[config.mk]
export PLATFORM = sky130hd
export DESIGN_NAME = uart_tx_cfg
export DESIGN_NICKNAME = d
export VERILOG_FILES = /design/src/rtl/uart_pkg.sv /design/src/rtl/uart_baud_tick.sv /design/src/rtl/uart_tx_cfg.sv
export SDC_FILE = /design/constraint.sdc
export NUM_CORES = 1
export LEC_CHECK = 0
export ABC_CLOCK_PERIOD_IN_PS = 2700
export CORE_ASPECT_RATIO = 1.4
export CORE_MARGIN = 5
export CORE_UTILIZATION = 55
export DETAILED_ROUTE_END_ITERATION = 8
export PLACE_DENSITY = 0.78
export SETUP_SLACK_MARGIN = 0.5
export SLEW_MARGIN = 20
export SYNTH_ARGS = -nofsm -noshare
export SYNTH_HDL_FRONTEND = slang
export SYNTH_SLANG_ARGS = --single-unit
[constraint.sdc]
create_clock -name clk -period 2.7 [get_ports clk]
set_input_delay 0.54 -clock clk [delete_from_list [all_inputs] [get_ports clk]]
set_output_delay 0.54 -clock clk [all_outputs]
set_load 0.02 [all_outputs]
[src/rtl/uart_pkg.sv]
// Shared types and helpers for the configurable UART transmitter (and the future receiver).
package uart_pkg;

    localparam int MAX_DATA_BITS = 9;
    localparam int BIT_CNT_W     = 5;

    typedef enum logic [2:0] {IDLE, START, DATA, PARITY, STOP, BREAK} tx_state_t;
    typedef enum logic [1:0] {PAR_NONE, PAR_ODD, PAR_EVEN, PAR_MARK} parity_t;

    // Callers zero-extend narrower characters; the padding does not change the XOR.
    function automatic logic calc_parity(input logic [MAX_DATA_BITS-1:0] data, input parity_t mode);
        logic p;
        case (mode)
            PAR_ODD:  p = ~^data;
            PAR_EVEN: p = ^data;
            PAR_MARK: p = 1'b1;
            default:  p = 1'b0;
        endcase
        return p;
    endfunction

endpackage

[src/rtl/uart_baud_tick.sv]
// Bit-period timer: tick is high on the last clock of every BAUD_WIDTH-cycle period.
module uart_baud_tick #(
    parameter int BAUD_WIDTH = 434
) (
    input  logic clk,
    input  logic rst_n,
    input  logic clear,
    output logic tick
);

    localparam int CNT_W = (BAUD_WIDTH > 1) ? $clog2(BAUD_WIDTH) : 1;
    localparam logic [CNT_W-1:0] CNT_LAST = CNT_W'(BAUD_WIDTH - 1);

    logic [CNT_W-1:0] clk_cnt;

    always_ff @(posedge clk or negedge rst_n) begin
        if (!rst_n) begin
            clk_cnt <= '0;
        end else if (clear || tick) begin
            clk_cnt <= '0;
        end else begin
            clk_cnt <= clk_cnt + CNT_W'(1);
        end
    end

    assign tick = (clk_cnt == CNT_LAST);

endmodule

[src/rtl/uart_tx_cfg.sv]
// Configurable UART transmitter (5..9 data bits, runtime parity / stop bits).
// Optional line-break generation is enabled by defining UART_TX_BREAK_EN.
//
// state  | meaning
// IDLE   | line high, waiting for a handshake
// START  | start bit (low)
// DATA   | data bits, LSB first
// PARITY | parity bit, only when parity is enabled
// STOP   | one or two stop bits (high)
// BREAK  | line held low for two frame times (UART_TX_BREAK_EN only)
module uart_tx_cfg #(
    parameter int CLOCK_SPEED = 50_000_000,
    parameter int BAUD_RATE   = 115_200,
    parameter int DATA_BITS   = 8
) (
    input  logic                 clk,
    input  logic                 rst_n,
    input  logic [DATA_BITS-1:0] tx_data,
    input  logic                 tx_valid,
    output logic                 tx_ready,
    input  logic [1:0]           parity_mode,
    input  logic                 two_stop,
`ifdef UART_TX_BREAK_EN
    input  logic                 send_break,
`endif
    output logic                 tx,
    output logic                 busy,
    output logic                 tx_done
);

    import uart_pkg::*;

    localparam int BAUD_WIDTH = CLOCK_SPEED / BAUD_RATE;

    if (DATA_BITS < 5 || DATA_BITS > MAX_DATA_BITS) begin : g_bad_data_bits
        $error("uart_tx_cfg: DATA_BITS must be in 5..9");
    end
    if (BAUD_WIDTH < 2) begin : g_bad_baud
        $error("uart_tx_cfg: CLOCK_SPEED/BAUD_RATE must be at least 2");
    end

    tx_state_t              state, state_nxt;
    logic                   tick;
    logic                   handshake;
    logic                   last_stop;
    logic                   data_last;
    logic [DATA_BITS-1:0]   shreg;
    logic [BIT_CNT_W-1:0]   bit_cnt;
    parity_t                par_mode_q;
    logic                   two_stop_q;
    logic                   par_bit;

    uart_baud_tick #(.BAUD_WIDTH(BAUD_WIDTH)) u_baud_tick (
        .clk   (clk),
        .rst_n (rst_n),
        .clear (state == IDLE),
        .tick  (tick)
    );

    // The final stop-bit cycle already looks idle so the next frame can follow with no gap.
    assign last_stop = (state == STOP) && tick && (bit_cnt == BIT_CNT_W'(two_stop_q));
    assign data_last = (bit_cnt == BIT_CNT_W'(DATA_BITS - 1));
    assign tx_ready  = (state == IDLE) || last_stop;
    assign busy      = !tx_ready;
    assign tx_done   = last_stop;
    assign handshake = tx_valid && tx_ready;

`ifdef UART_TX_BREAK_EN
    logic                 break_start;
    logic [BIT_CNT_W-1:0] break_last;

    assign break_start = (state == IDLE) && !handshake && send_break;
    // Two frame times in bit periods, minus one: 2*(DATA_BITS+2) - 1 plus 2 per optional bit.
    assign break_last  = BIT_CNT_W'(2 * DATA_BITS + 3)
                       + ((par_mode_q != PAR_NONE) ? BIT_CNT_W'(2) : '0)
                       + (two_stop_q ? BIT_CNT_W'(2) : '0);
`endif

    always_ff @(posedge clk or negedge rst_n) begin
        if (!rst_n) begin
            state <= IDLE;
        end else begin
            state <= state_nxt;
        end
    end

    always_comb begin
        state_nxt = state;
        tx        = 1'b1;
        case (state)
            IDLE: begin
                if (handshake) begin
                    state_nxt = START;
                end
`ifdef UART_TX_BREAK_EN
                else if (send_break) begin
                    state_nxt = BREAK;
                end
`endif
            end
            START: begin
                tx = 1'b0;
                if (tick) state_nxt = DATA;
            end
            DATA: begin
                tx = shreg[0];
                if (tick && data_last) state_nxt = (par_mode_q != PAR_NONE) ? PARITY : STOP;
            end
            PARITY: begin
                tx = par_bit;
                if (tick) state_nxt = STOP;
            end
            STOP: begin
                if (last_stop) state_nxt = handshake ? START : IDLE;
            end
`ifdef UART_TX_BREAK_EN
            BREAK: begin
                tx = 1'b0;
                if (tick && bit_cnt == break_last) state_nxt = STOP;
            end
`endif
            default: state_nxt = IDLE;
        endcase
    end

    always_ff @(posedge clk or negedge rst_n) begin
        if (!rst_n) begin
            shreg      <= '0;
            bit_cnt    <= '0;
            par_mode_q <= PAR_NONE;
            two_stop_q <= 1'b0;
            par_bit    <= 1'b0;
        end else if (handshake) begin
            shreg      <= tx_data;
            bit_cnt    <= '0;
            par_mode_q <= parity_t'(parity_mode);
            two_stop_q <= two_stop;
            par_bit    <= calc_parity(MAX_DATA_BITS'(tx_data), parity_t'(parity_mode));
        end
`ifdef UART_TX_BREAK_EN
        else if (break_start) begin
            bit_cnt    <= '0;
            par_mode_q <= parity_t'(parity_mode);
            two_stop_q <= two_stop;
        end
`endif
        else if (tick) begin
            if (state_nxt != state) begin
                bit_cnt <= '0;
            end else begin
                bit_cnt <= bit_cnt + BIT_CNT_W'(1);
            end
            if (state == DATA) begin
                shreg <= shreg >> 1;
            end
`ifdef UART_TX_BREAK_EN
            // The trailing mark after a break is always a single bit period.
            if (state == BREAK && state_nxt == STOP) begin
                two_stop_q <= 1'b0;
            end
`endif
        end
    end

endmodule

# ---- Yosys cells after proc, flatten, opt, wreduce, memory -nomap -nowiden
# Index checks and enable logic that the tools add are counted.
dict set report totals {
  regBits 29
  out_inout_bits 4
  input_bits 14
}
dict set report classes {
  n_addsub 2
  eq_ne 11
  n_reduce_logical 14
  n_mux 17
}
# op count
set ops {}
lappend ops {{$mux 8} 3}
lappend ops {{$mux 3} 6}
lappend ops {{$mux 5} 3}
lappend ops {{$pmux 3 s5} 1}
lappend ops {{$add 9x1->9 const B} 1}
lappend ops {{$eq 9x9->1 const B} 1}
lappend ops {{$mux 9} 1}
lappend ops {{$reduce_xnor 9->1} 1}
lappend ops {{$reduce_xor 9->1} 1}
lappend ops {{$eq 3x2->1 const B} 2}
lappend ops {{$pmux 1 s3} 2}
lappend ops {{$reduce_bool 2->1} 3}
lappend ops {{$add 5x1->5 const B} 1}
lappend ops {{$eq 5x1->1} 1}
lappend ops {{$eq 5x3->1 const B} 1}
lappend ops {{$eq 2x2->1 const B} 2}
lappend ops {{$logic_and 1x1->1} 4}
lappend ops {{$eq 3x1->1 const B} 1}
lappend ops {{$eq 3x3->1 const B} 1}
lappend ops {{$logic_not 3->1} 1}
lappend ops {{$ne 3x3->1} 1}
lappend ops {{$eq 2x1->1 const B} 1}
lappend ops {{$logic_or 1x1->1} 2}
lappend ops {{$reduce_and 2->1} 1}
lappend ops {{other kinds (2)} 2}

# ---- Logic depth before layout (Yosys ltp)
# Gate-level depths: netlist of the first run.
dict set report logic_depth {
  word_depth 12
  ltp_mapped 8
}

# ---- Cells and area by module
# From an unflattened synthesis of the first run, not the netlist that was laid out.
dict set report hier_totals {
  hier_cells 175
  hier_area_um2 1671.6
}
# module cells_per_inst area_each_um2 n_inst seq_area_each_um2
set modules_own_cells {}
lappend modules_own_cells {uart_tx_cfg 127 1186.1 1 500.5}
lappend modules_own_cells {uart_baud_tick 48 485.5 1 225.2}

# ---- Least setup slack after synthesis of the first run
# No wires, ideal clock.
dict set report synth_path {
  path_kind {reg-to-output}
  start {register bit_cnt[1]}
  end {output port busy}
  path_slack_ns -0.030
  n_path_buf 0
  arrival_time_ns 2.190
  path_stages_with_launch 5
  path_cell_list {dfrtp_1 -> or4_4 -> o41a_4 -> nor3_1 -> inv_1}
}
dict set report synth_between {
  elab_chain_cells 4
}
# item line_no
set synth_rtl {}
lappend synth_rtl {{start, declared} uart_tx_cfg.sv:48} ;# logic [BIT_CNT_W-1:0] bit_cnt;
lappend synth_rtl {{start signal, assigned} uart_tx_cfg.sv:151} ;# bit_cnt <= bit_cnt + BIT_CNT_W'(1);
lappend synth_rtl {{$eq 5x1->1} uart_tx_cfg.sv:61} ;# assign last_stop = (state == STOP) && tick && (bit_cnt == BIT_CNT_W'(two_stop_q));
lappend synth_rtl {{$logic_and 1x1->1} uart_tx_cfg.sv:61}
lappend synth_rtl {{$logic_or 1x1->1} uart_tx_cfg.sv:63} ;# assign tx_ready = (state == IDLE) || last_stop;
lappend synth_rtl {{via tx_ready} uart_tx_cfg.sv:20} ;# output logic tx_ready,
lappend synth_rtl {{$logic_not 1->1} uart_tx_cfg.sv:64} ;# assign busy = !tx_ready;
lappend synth_rtl {{end, declared} uart_tx_cfg.sv:27} ;# output logic busy,
# The timed path passes the listed nets, and every way through them passes these cells.

# ---- Worst setup path in the final report of the first run
dict set report layout_path {
  start {register bit_cnt[3]}
  end {output port busy}
}
dict set report layout_between {
  elab_chain_cells 4
}
# item line_no
set layout_rtl {}
lappend layout_rtl {{$eq 5x1->1} uart_tx_cfg.sv:61}
lappend layout_rtl {{$logic_and 1x1->1} uart_tx_cfg.sv:61}
lappend layout_rtl {{$logic_or 1x1->1} uart_tx_cfg.sv:63}
lappend layout_rtl {{$logic_not 1->1} uart_tx_cfg.sv:64}
# Every way passes these cells.

==> results of run 1 <==
==> power groups by stage <==
stage	Combinational, W	Clock, W	Sequential [W]
after global placement	0.0000559	0	0.000443
after detailed placement	0.0000564	0	0.000443
after global routing	0.0000619	0.000426	0.000434
final	0.0000555	0.000385	0.000435
after CTS	0.0000569	0.000403	0.000435
after floorplan	0.0000229	0	0.000443
==> state kept, by name, indices dropped and copies added (netlist names) <==
signal               cells
u_baud_tick.clk_cnt      9
shreg                    8
bit_cnt                  5
state                    3
par_mode_q               2
par_bit                  1
two_stop_q               1
==> synth_stat cells (2+ instances only) <==
library cell  count
nor3_1            5
mux2_2            2
o21ai_0          11
nand2_1          21
dfrtp_1          29
a21o_1            4
a21oi_1           4
or2_2             4
mux2_4            2
nor2_1           17
inv_1             4
clkbuf_1          4
xnor2_1          12
nand2b_1          4
a2111oi_0         3
xor2_1            3
nand3_1           5
ha_1              3
mux2i_1           7
==> per-layer routing <==
layer,GRT usage (%),up-vias,share of wire (%)
met2,34.2,24,55
met1,18.8,622,38
met4,10.0,0,3.7
met3,6.25,12,4.1
li1,-,625,-
met5,0,-,0
==> cell type report <==
cell class	count	area, µm²	area share (%)
Clock buffer	7	96.3	4.76
Clock inverter	1	5.00	0.247
Inverter	4	15.0	0.742
Sequential cell	29	728	36.0
Timing Repair Buffer	28	248	12.2
Tap cell	37	46.3	2.29
Multi-Input combinational cell	125	885	43.7
==> worst max path at each step <==
stage,startpoint,to,depth (start not counted)
after floorplan,bit_cnt[1],busy,4
after global placement,bit_cnt[1],tx_ready,4
after detailed placement,bit_cnt[1],tx_ready,4
after CTS,bit_cnt[3],tx_ready,4
after global routing,u_baud_tick.clk_cnt[1],busy,7
final,bit_cnt[3],busy,5
==> metrics by stage <==
step	cells	setup slack [ns]	area (µm²)	power, W
3_3_place_gp	218	0.0558	1860	0.000498
3_5_place_dp	218	0.0204	1860	0.000499
5_1_grt	231	0.188	2020	0.000922
4_1_cts	230	0.242	2000	0.000895
6_report	231	0.270	2020	0.000875
2_1_floorplan	164	0.384	1630	0.000466
==> worst reg2reg max path: cells and delay by family, from the launching register on <==
family	cells	cell delay, ns
compound gates	1	0.38
mux	1	0.35
simple gates	2	0.72
buf+inv	1	0.18
flops	1	0.38
==> cells by family (layout without fill, tap and decap cells) <==
logic type               after synthesis  count (layout)
AO/OA/AOI/OAI                         27              27
XOR/XNOR                              15              15
adder cells (fa/ha/maj)                3               3
buffers and inverters                 11              40
flip-flops                            29              29
multiplexers                          11              11
AND/OR/NAND/NOR                       68              69
==> repair_timing <==
action | in CTS | in global routing
endpoints found under the setup margin | 12 | 17
gates resized for setup | 23 | 4
gates cloned | 1 | 0
buffers inserted | 3 | 1
pin swaps | 5 | 1
endpoints found under the hold margin | 0 | 0
==> qor.log, run 1 <==
[timing] count of final max-slew check failures 0
[worst_setup_path] slowest stage delay, CP 0.54 ns
[power_and_ir_drop] Max rail drop VDD 438 µV
[clock_network] Clock Pin Slew Worst Setup and Hold Paths 0.06 ns
[power_and_ir_drop] Clock Power Share 44.0%
[global_routing] vias in the first global route 1326
[cells_and_area] most frequent cells in the layout dfrtp_1, nand2_1, nor2_1, clkdlybuf4s50_1, buf_4
[timing] Slew Limit Headroom 65.5%
[power_and_ir_drop] net switching power 0.000178 W
[cells_and_area] Post-layout nets 210
[logic_synthesis] Post-Syn Area 1610 µm²
[logic_synthesis] FF+latch count, synth 29
[worst_setup_path] startpoint kind of the worst setup timing path register
[clock_network] clock insertion delay at the later pin of the skew report 0.28 ns
[logic_synthesis] cell count after synthesis 164
[routing] number of iterations in the first detailed-routing pass 4
[worst_setup_path] FF-to-FF setup slack 0.58 ns
[status] run status completed
[logic_synthesis] share of the synthesized area in the top cell type 45.0%
[clock_network] Sinks on Clock Net 29
[clock_network] cts bufs inserted 5
[routing] Via-to-Cell Ratio 5.55
[cells_and_area] proportion of layout cells with a drive suffix above 1 22.2%
[placed_design] global placer's final weighted congestion 0.908
[cells_and_area] fillers 206
[worst_setup_path] buffering stage count on the worst path with inverters included 2
[die] horizontal die dimension 55.8 µm
[worst_setup_path] Worst Setup End Kind output pin
[worst_setup_path] peak fanout along the critical path 2
[logic_synthesis] simple-gate area share of the yosys netlist 21.9%
[timing] Final Hold Vio Count 0
[worst_setup_path] r2r startpoint bit_cnt[3]
[power_and_ir_drop] share of power burned in combinational logic 6.3%
[timing] Total Neg Setup Slack 0 ns
[run] count of maximum capacitance violations 0
[die] overall die area 4130 µm²
[worst_setup_path] endpoint of the worst register-to-register path two_stop_q
[routing] residual antenna-violating net count after detailed routing 0
[clock_network] buffer type at the clock tree root clkbuf_8
[timing] fin crit period 2.43 ns
[timing] maximum clock frequency 0.412 GHz
[power_and_ir_drop] PwrDens 433 nW/µm²
[timing] ratio of final minimum period to clock period 90.0%
[routing] count of vias placed by the detailed router 1283
[clock_network] number of buffers on the longest clock path 2
[worst_setup_path] crit path max-delay cell type or4_4
[die] Core Box Area 2850 µm²
[worst_setup_path] Critical Path RT 2.16 ns
[clock_network] hold-fix buffer count after cts 0
[die] placement row count 23
[placed_design] number of buffers added on ports 17
[global_routing] global-route usage over all layers 18.7%
[global_routing] wire length of the first global-routing pass 5840 µm
[global_routing] pin count of the biggest net entering global routing 30
[logic_synthesis] combinational family with the most area after synthesis simple AND/OR/NAND/NOR gates
[hold_path] source of the worst hold timing path par_bit
[logic_synthesis] sequential area share after synthesis 45.0%
[timing] worst hold margin 0.526 ns
[global_routing] initial antenna violation count 0
[logic_synthesis] Post-Synth Adder-Cell Area 2.33%
[logic_synthesis] Post-synth EDFFs 0
[timing] slew at the pin with the worst max-slew slack 0.505 ns
[routing] remaining design rule violation count 0
[cells_and_area] Final Util 71.0%
[timing] worst clock skew on the final layout 0.00364 ns
[timing] final setup vio count 0
[hold_path] Worst Hold Path EP par_bit
[global_routing] total global routing overflow 0
[power_and_ir_drop] Lkg Pwr 0.899 nW
[die] initial core utilization 56.7%
[worst_setup_path] cells along the critical path or4_4 > o41a_4 > nor3_4 > inv_2 > buf_6
[logic_synthesis] average footprint of a synthesized cell 9.84 µm²
[cells_and_area] antenna diode count 0
[power_and_ir_drop] share of total power in sequential cells 49.7%
[power_and_ir_drop] switching share of power 20.4%
[logic_synthesis] Synth async-reset ratio 100%
[logic_synthesis] warnings from Yosys 0
[worst_setup_path] arrival time at the worst endpoint 1.89 ns
[cells_and_area] most common cell after layout, fill and taps aside dfrtp_1
[logic_synthesis] Compound-Gate Fraction of Synth Area 11.5%
[clock_network] H-tree levels 2
[hold_path] Hold Path Depth 2
[die] number of placed I/O pins 18
[routing] First DRT Iteration DRCs 42
[logic_synthesis] number of unique standard cell types used by synthesis 39
[logic_synthesis] mux cell area share after synthesis 7.60%
[routing] average wire per standard cell 14.6 µm
[logic_synthesis] share of the synthesized netlist area taken by xor and xnor gates 8.14%
[timing] unrepaired setup endpoints after global routing true
[logic_synthesis] top cells by area in the synthesized netlist dfrtp_1, xnor2_1, nand2_1
[worst_setup_path] path depth of the worst reg2reg path 5
[placed_design] half-perimeter wire length after placement 2360 µm
[power_and_ir_drop] Cell Int Power 0.000697 W
[die] height of the die 74.1 µm
[logic_synthesis] most used flip-flop cell after synthesis dfrtp_1
[cells_and_area] synth-to-layout area growth 25.3%
[routing] DRT Wirelength 3360 µm
[hold_path] worst min path class register to register
[logic_synthesis] Yosys top cell by area dfrtp_1
[clock_network] clock tree from TritonCTS done
[worst_setup_path] Setup Crit Path Kind register to output pin
[logic_synthesis] post-synth net total 181
[worst_setup_path] Top delay family on crit path simple AND/OR/NAND/NOR gates
Power figures use the tool's default switching activity.
==> inputs of run 2 (changes only) <==
--- a/config.mk
+++ b/config.mk
@@ -10,7 +10,8 @@
 export CORE_MARGIN = 5
 export CORE_UTILIZATION = 55
 export DETAILED_ROUTE_END_ITERATION = 8
-export PLACE_DENSITY = 0.78
+export DONT_BUFFER_PORTS = 1
+export PLACE_DENSITY = 0.7
 export SETUP_SLACK_MARGIN = 0.5
 export SLEW_MARGIN = 20
 export SYNTH_ARGS = -nofsm -noshare
==> qor.log, run 2 (synthesized netlist as in run 1, its figures left out) <==
[clock_network] cts bufs inserted 5
[timing] ratio of final minimum period to clock period 93.0%
[routing] residual antenna-violating net count after detailed routing 0
[worst_setup_path] arrival time at the worst endpoint 1.97 ns
[global_routing] pin count of the biggest net entering global routing 30
[routing] count of vias placed by the detailed router 1224
[timing] fin crit period 2.51 ns
[cells_and_area] Final Util 66.4%
[timing] worst clock skew on the final layout 0.00748 ns
[clock_network] number of buffers on the longest clock path 2
[timing] unrepaired setup endpoints after global routing true
[global_routing] global-route usage over all layers 17.6%
[run] count of maximum capacitance violations 0
[cells_and_area] Layout Cell Area excl Fill 1890 µm²
[global_routing] total global routing overflow 0
[cells_and_area] register name with the most flops u_baud_tick.clk_cnt
[timing] count of final max-slew check failures 0
[timing] maximum clock frequency 0.398 GHz
[placed_design] global placer's final weighted congestion 0.872
[die] initial core utilization 56.7%
[worst_setup_path] Top delay family on crit path simple AND/OR/NAND/NOR gates
[placed_design] half-perimeter wire length after placement 2170 µm
[power_and_ir_drop] share of power burned in combinational logic 4.1%
[worst_setup_path] crit path max-delay cell type or4_4
[die] height of the die 74.1 µm
[placed_design] placement-stage cell area 1640 µm²
[clock_network] clock insertion delay at the later pin of the skew report 0.28 ns
[power_and_ir_drop] Lkg Pwr 0.843 nW
[worst_setup_path] startpoint kind of the worst setup timing path register
[timing] Total Neg Setup Slack 0 ns
[cells_and_area] Post-layout nets 196
[status] run status completed
[timing] slew at the pin with the worst max-slew slack 0.555 ns
[die] Core Box Area 2850 µm²
[timing] Final Hold Vio Count 0
[die] number of placed I/O pins 18
[power_and_ir_drop] net switching power 0.000181 W
[routing] number of iterations in the first detailed-routing pass 4
[worst_setup_path] Setup Crit Path Kind register to output pin
[clock_network] Clock Pin Slew Worst Setup and Hold Paths 0.06 ns
[power_and_ir_drop] Cell Int Power 0.000683 W
[routing] remaining design rule violation count 0
[clock_network] H-tree levels 2
[cells_and_area] most frequent cells in the layout dfrtp_1, nand2_1, nor2_1, xnor2_1, buf_4
[cells_and_area] antenna diode count 0
[timing] Slew Limit Headroom 62.1%
[timing] final setup vio count 0
[placed_design] number of buffers added on ports 0
[routing] DRT Wirelength 3330 µm
[worst_setup_path] Worst Setup End Kind output pin
[cells_and_area] fillers 221
[cells_and_area] most common cell after layout, fill and taps aside dfrtp_1
[worst_setup_path] buffering stage count on the worst path with inverters included 1
[die] horizontal die dimension 55.8 µm
[global_routing] initial antenna violation count 0
[power_and_ir_drop] PwrDens 457 nW/µm²
[clock_network] clock tree from TritonCTS done
[die] overall die area 4130 µm²
[global_routing] vias in the first global route 1253
[hold_path] worst min path class primary input to async pin
[die] placement row count 23
[worst_setup_path] peak fanout along the critical path 2
[routing] average wire per standard cell 15.3 µm
[worst_setup_path] Critical Path RT 2.16 ns
[cells_and_area] leading registers by flop count u_baud_tick.clk_cnt (9), shreg (8), bit_cnt (5)
[power_and_ir_drop] share of total power in sequential cells 50.3%
[power_and_ir_drop] Clock Power Share 45.5%
[clock_network] buffer type at the clock tree root clkbuf_8
[global_routing] wire length of the first global-routing pass 5430 µm
[clock_network] Sinks on Clock Net 29
[cells_and_area] synth-to-layout area growth 17.1%
[power_and_ir_drop] switching share of power 20.9%
[cells_and_area] Largest register FFs 9
[routing] First DRT Iteration DRCs 15
[routing] Via-to-Cell Ratio 5.64
[cells_and_area] proportion of layout cells with a drive suffix above 1 22.2%
[power_and_ir_drop] Max rail drop VDD 486 µV
[worst_setup_path] cells along the critical path or4_4 > o41a_4 > nor3_4 > inv_2
[worst_setup_path] slowest stage delay, CP 0.54 ns
## run 2: worst reg2reg max path, cell delays in order (launching register included)
cell,delay [ns]
dfrtp_1,0.38
or4_4,0.54
o41a_4,0.38
buf_4,0.19
nor2_8,0.17
mux2_2,0.35
## run 2: routing by layer
metal  global-route usage, %  part of all wire [%]  vias to the layer above
met2                    30.5                    52                       31
met1                    16.8                    39                      587
li1                        -                     -                      595
met4                    15.4                   3.5                        0
met5                       0                     0                        -
met3                    5.73                   5.3                       11
## run 2: layout make-up
class                      count  area (µm²)  share of cell area (%)
sequential                    29         726                    38.4
inverter                       4        15.0                   0.794
multi-input combinational    126         892                    47.2
clock buffer                   7        96.3                    5.10
clock inverter                 1        5.00                   0.265
tap                           37        46.3                    2.45
timing repair buffer          13         110                    5.82
## run 2: through the flow
step / std cells / hold slack (ns) / total power, W / setup WS [ns]
3_5_place_dp: 195 / 0.245 / 0.000468 / 0.315
4_1_cts: 213 / 0.0667 / 0.000878 / 0.171
3_3_place_gp: 195 / 0.245 / 0.000468 / 0.336
6_report: 217 / 0.0689 / 0.000864 / 0.188
5_1_grt: 217 / 0.0731 / 0.000898 / 0.0955
2_1_floorplan: 164 / 0.244 / 0.000466 / 0.384
## run 2: power groups by stage
stage | registers [W] | clock network [W] | logic, W
floorplan | 0.000443 | 0 | 0.0000229
global placement | 0.000443 | 0 | 0.0000250
detailed placement | 0.000443 | 0 | 0.0000251
CTS | 0.000435 | 0.000407 | 0.0000371
global route | 0.000434 | 0.000424 | 0.0000395
finish | 0.000435 | 0.000393 | 0.0000358
## run 2: final timing paths
kind	start	end	slack, ns	cells past startpoint
min in group clk	tx_data[1]	shreg[1]	0.37	2
max in group asynchronous	rst_n	state[2]	2.47	1
max	bit_cnt[1]	busy	0.19	4
min reg2reg	shreg[7]	shreg[7]	0.53	2
min	rst_n	shreg[1]	0.07	1
max reg2reg	bit_cnt[1]	two_stop_q	0.58	5
## run 2: repair_timing
item / 4_1_cts / 5_1_grt
gates cloned: 1 / 1
hold endpoints to repair: 29 / 0
hold buffers: 1 / 0
resized for setup: 3 / 2
pin swaps: 2 / 3
setup buffers: 8 / 3
endpoints found under the setup margin: 6 / 9
==> inputs of run 3 (changes only) <==
--- a/config.mk
+++ b/config.mk
@@ -5,12 +5,13 @@
 export SDC_FILE = /design/constraint.sdc
 export NUM_CORES = 1
 export LEC_CHECK = 0
-export ABC_CLOCK_PERIOD_IN_PS = 2700
+export ABC_CLOCK_PERIOD_IN_PS = 2600
 export CORE_ASPECT_RATIO = 1.4
 export CORE_MARGIN = 5
 export CORE_UTILIZATION = 55
 export DETAILED_ROUTE_END_ITERATION = 8
 export DONT_BUFFER_PORTS = 1
+export GPL_TIMING_DRIVEN = 0
 export PLACE_DENSITY = 0.7
 export SETUP_SLACK_MARGIN = 0.5
 export SLEW_MARGIN = 20
==> constraint.sdc (replaced) <==
create_clock -name clk -period 2.6 [get_ports clk]
set_input_delay 0.52 -clock clk [delete_from_list [all_inputs] [get_ports clk]]
set_output_delay 0.52 -clock clk [all_outputs]
set_load 0.02 [all_outputs]
==> qor.log, run 3 (synthesized netlist as in run 1, its figures left out) <==
[die] placement row count 23
[routing] number of iterations in the first detailed-routing pass 4
[die] height of the die 74.1 µm
[die] Core Box Area 2850 µm²
[worst_setup_path] Critical Path RT 2.08 ns
[timing] Final Hold Vio Count 0
[global_routing] global-route usage over all layers 18.1%
[clock_network] number of buffers on the longest clock path 2
[routing] residual antenna-violating net count after detailed routing 0
[cells_and_area] most frequent cells in the layout dfrtp_1, nand2_1, nor2_1, xnor2_1, buf_4
[placed_design] number of buffers added on ports 0
[timing] final setup vio count 0
[routing] count of vias placed by the detailed router 1309
[routing] First DRT Iteration DRCs 32
[timing] fin crit period 2.53 ns
[placed_design] global placer's final weighted congestion 0.876
[clock_network] buffer type at the clock tree root clkbuf_8
[routing] average wire per standard cell 15.6 µm
[die] initial core utilization 56.7%
[timing] slew at the pin with the worst max-slew slack 0.500 ns
[power_and_ir_drop] net switching power 0.000184 W
[power_and_ir_drop] share of power burned in combinational logic 4.5%
[cells_and_area] most common cell after layout, fill and taps aside dfrtp_1
[cells_and_area] register name with the most flops u_baud_tick.clk_cnt
[worst_setup_path] Setup Crit Path Kind register to output pin
[cells_and_area] Largest register FFs 9
[routing] remaining design rule violation count 0
[clock_network] Sinks on Clock Net 29
[timing] Slew Limit Headroom 66.6%
[cells_and_area] antenna diode count 0
[routing] Via-to-Cell Ratio 5.82
[global_routing] initial antenna violation count 0
[placed_design] half-perimeter wire length after placement 2320 µm
[power_and_ir_drop] Max rail drop VDD 311 µV
[clock_network] clock tree from TritonCTS done
[power_and_ir_drop] Clock Power Share 42.0%
[timing] unrepaired setup endpoints after global routing true
[hold_path] worst min path class primary input to async pin
[timing] count of final max-slew check failures 0
[cells_and_area] Post-layout nets 204
[global_routing] wire length of the first global-routing pass 5710 µm
[clock_network] cts bufs inserted 5
[timing] worst clock skew on the final layout 0.00355 ns
[clock_network] Clock Pin Slew Worst Setup and Hold Paths 0.06 ns
[power_and_ir_drop] PwrDens 425 nW/µm²
[run] count of maximum capacitance violations 0
[timing] Total Neg Setup Slack 0 ns
[cells_and_area] synth-to-layout area growth 22.9%
[cells_and_area] leading registers by flop count u_baud_tick.clk_cnt (9), shreg (8), bit_cnt (5)
[status] run status completed
[worst_setup_path] startpoint kind of the worst setup timing path register
[global_routing] total global routing overflow 0
[worst_setup_path] Worst Setup End Kind output pin
[power_and_ir_drop] share of total power in sequential cells 53.5%
[worst_setup_path] peak fanout along the critical path 3
[routing] DRT Wirelength 3520 µm
[power_and_ir_drop] Lkg Pwr 0.860 nW
[timing] ratio of final minimum period to clock period 97.2%
[cells_and_area] Final Util 69.6%
[die] horizontal die dimension 55.8 µm
[timing] maximum clock frequency 0.396 GHz
[global_routing] pin count of the biggest net entering global routing 30
[cells_and_area] proportion of layout cells with a drive suffix above 1 25.5%
[worst_setup_path] arrival time at the worst endpoint 2.01 ns
[die] number of placed I/O pins 18
[global_routing] vias in the first global route 1365
[clock_network] clock insertion delay at the later pin of the skew report 0.28 ns
[power_and_ir_drop] switching share of power 21.8%
[power_and_ir_drop] Cell Int Power 0.000660 W
[die] overall die area 4130 µm²
[clock_network] H-tree levels 2
-- run 3: routing by layer --
| layer | part of all wire [%] | track usage, % | routed length, µm |
|---|---|---|---|
| met1 | 39 | 18.2 | 1390 |
| met3 | 3.7 | 6.25 | 130 |
| met5 | 0 | 0 | 0 |
| met2 | 54 | 31.7 | 1900 |
| met4 | 2.9 | 12.4 | 103 |
-- run 3: final timing paths --
path / start / end / slack [ns] / cells past startpoint
max in group asynchronous: rst_n / bit_cnt[2] / 2.38 / 1
setup / recovery: bit_cnt[1] / busy / 0.07 / 4
setup reg to reg: bit_cnt[1] / par_mode_q[1] / 0.24 / 7
hold / removal: rst_n / shreg[2] / 0.05 / 1
hold reg to reg: par_bit / par_bit / 0.53 / 2
min in group clk: tx_data[5] / shreg[5] / 0.36 / 2
-- run 3: through the flow --
stage | cells | area (µm²) | hold WS [ns] | power, W | worst slack [ns]
after detailed placement | 201 | 1680 | 0.225 | 0.000486 | 0.217
after CTS | 217 | 1840 | 0.0507 | 0.000854 | 0.0549
after global routing | 225 | 1980 | 0.0525 | 0.000877 | 0.0218
after global placement | 201 | 1680 | 0.225 | 0.000486 | 0.236
after floorplan | 164 | 1630 | 0.224 | 0.000483 | 0.304
final | 225 | 1980 | 0.0525 | 0.000844 | 0.0733
-- run 3: final cells by class --
cell class / count / area (µm²)
inverter: 4 / 15.0
buffer: 7 / 47.5
fill: 215 / 866
tap: 37 / 46.3
multi-input combinational: 124 / 923
clock buffer: 8 / 80.1
sequential: 29 / 726
timing repair buffer: 16 / 145
-- run 3: timing repair --
action | in CTS | in global routing
buffers inserted | 7 | 7
setup endpoints to repair | 13 | 21
endpoints found under the hold margin | 29 | 0
hold buffers | 1 | 0
pin swaps | 2 | 3
gates resized for setup | 3 | 26
cloned | 0 | 1
-- run 3: worst max-delay path: stages (launching register included) --
cell	delay (ns)
dfrtp_1	0.38
or4_4	0.56
o41a_4	0.39
nor3_4	0.27
inv_2	0.12
-- run 3: power groups by stage --
stage / sequential [W] / clock (W) / combinational, W
global placement: 0.000460 / 0 / 0.0000260
global route: 0.000451 / 0.000385 / 0.0000414
detailed placement: 0.000460 / 0 / 0.0000265
CTS: 0.000451 / 0.000364 / 0.0000390
floorplan: 0.000460 / 0 / 0.0000237
finish: 0.000451 / 0.000354 / 0.0000382
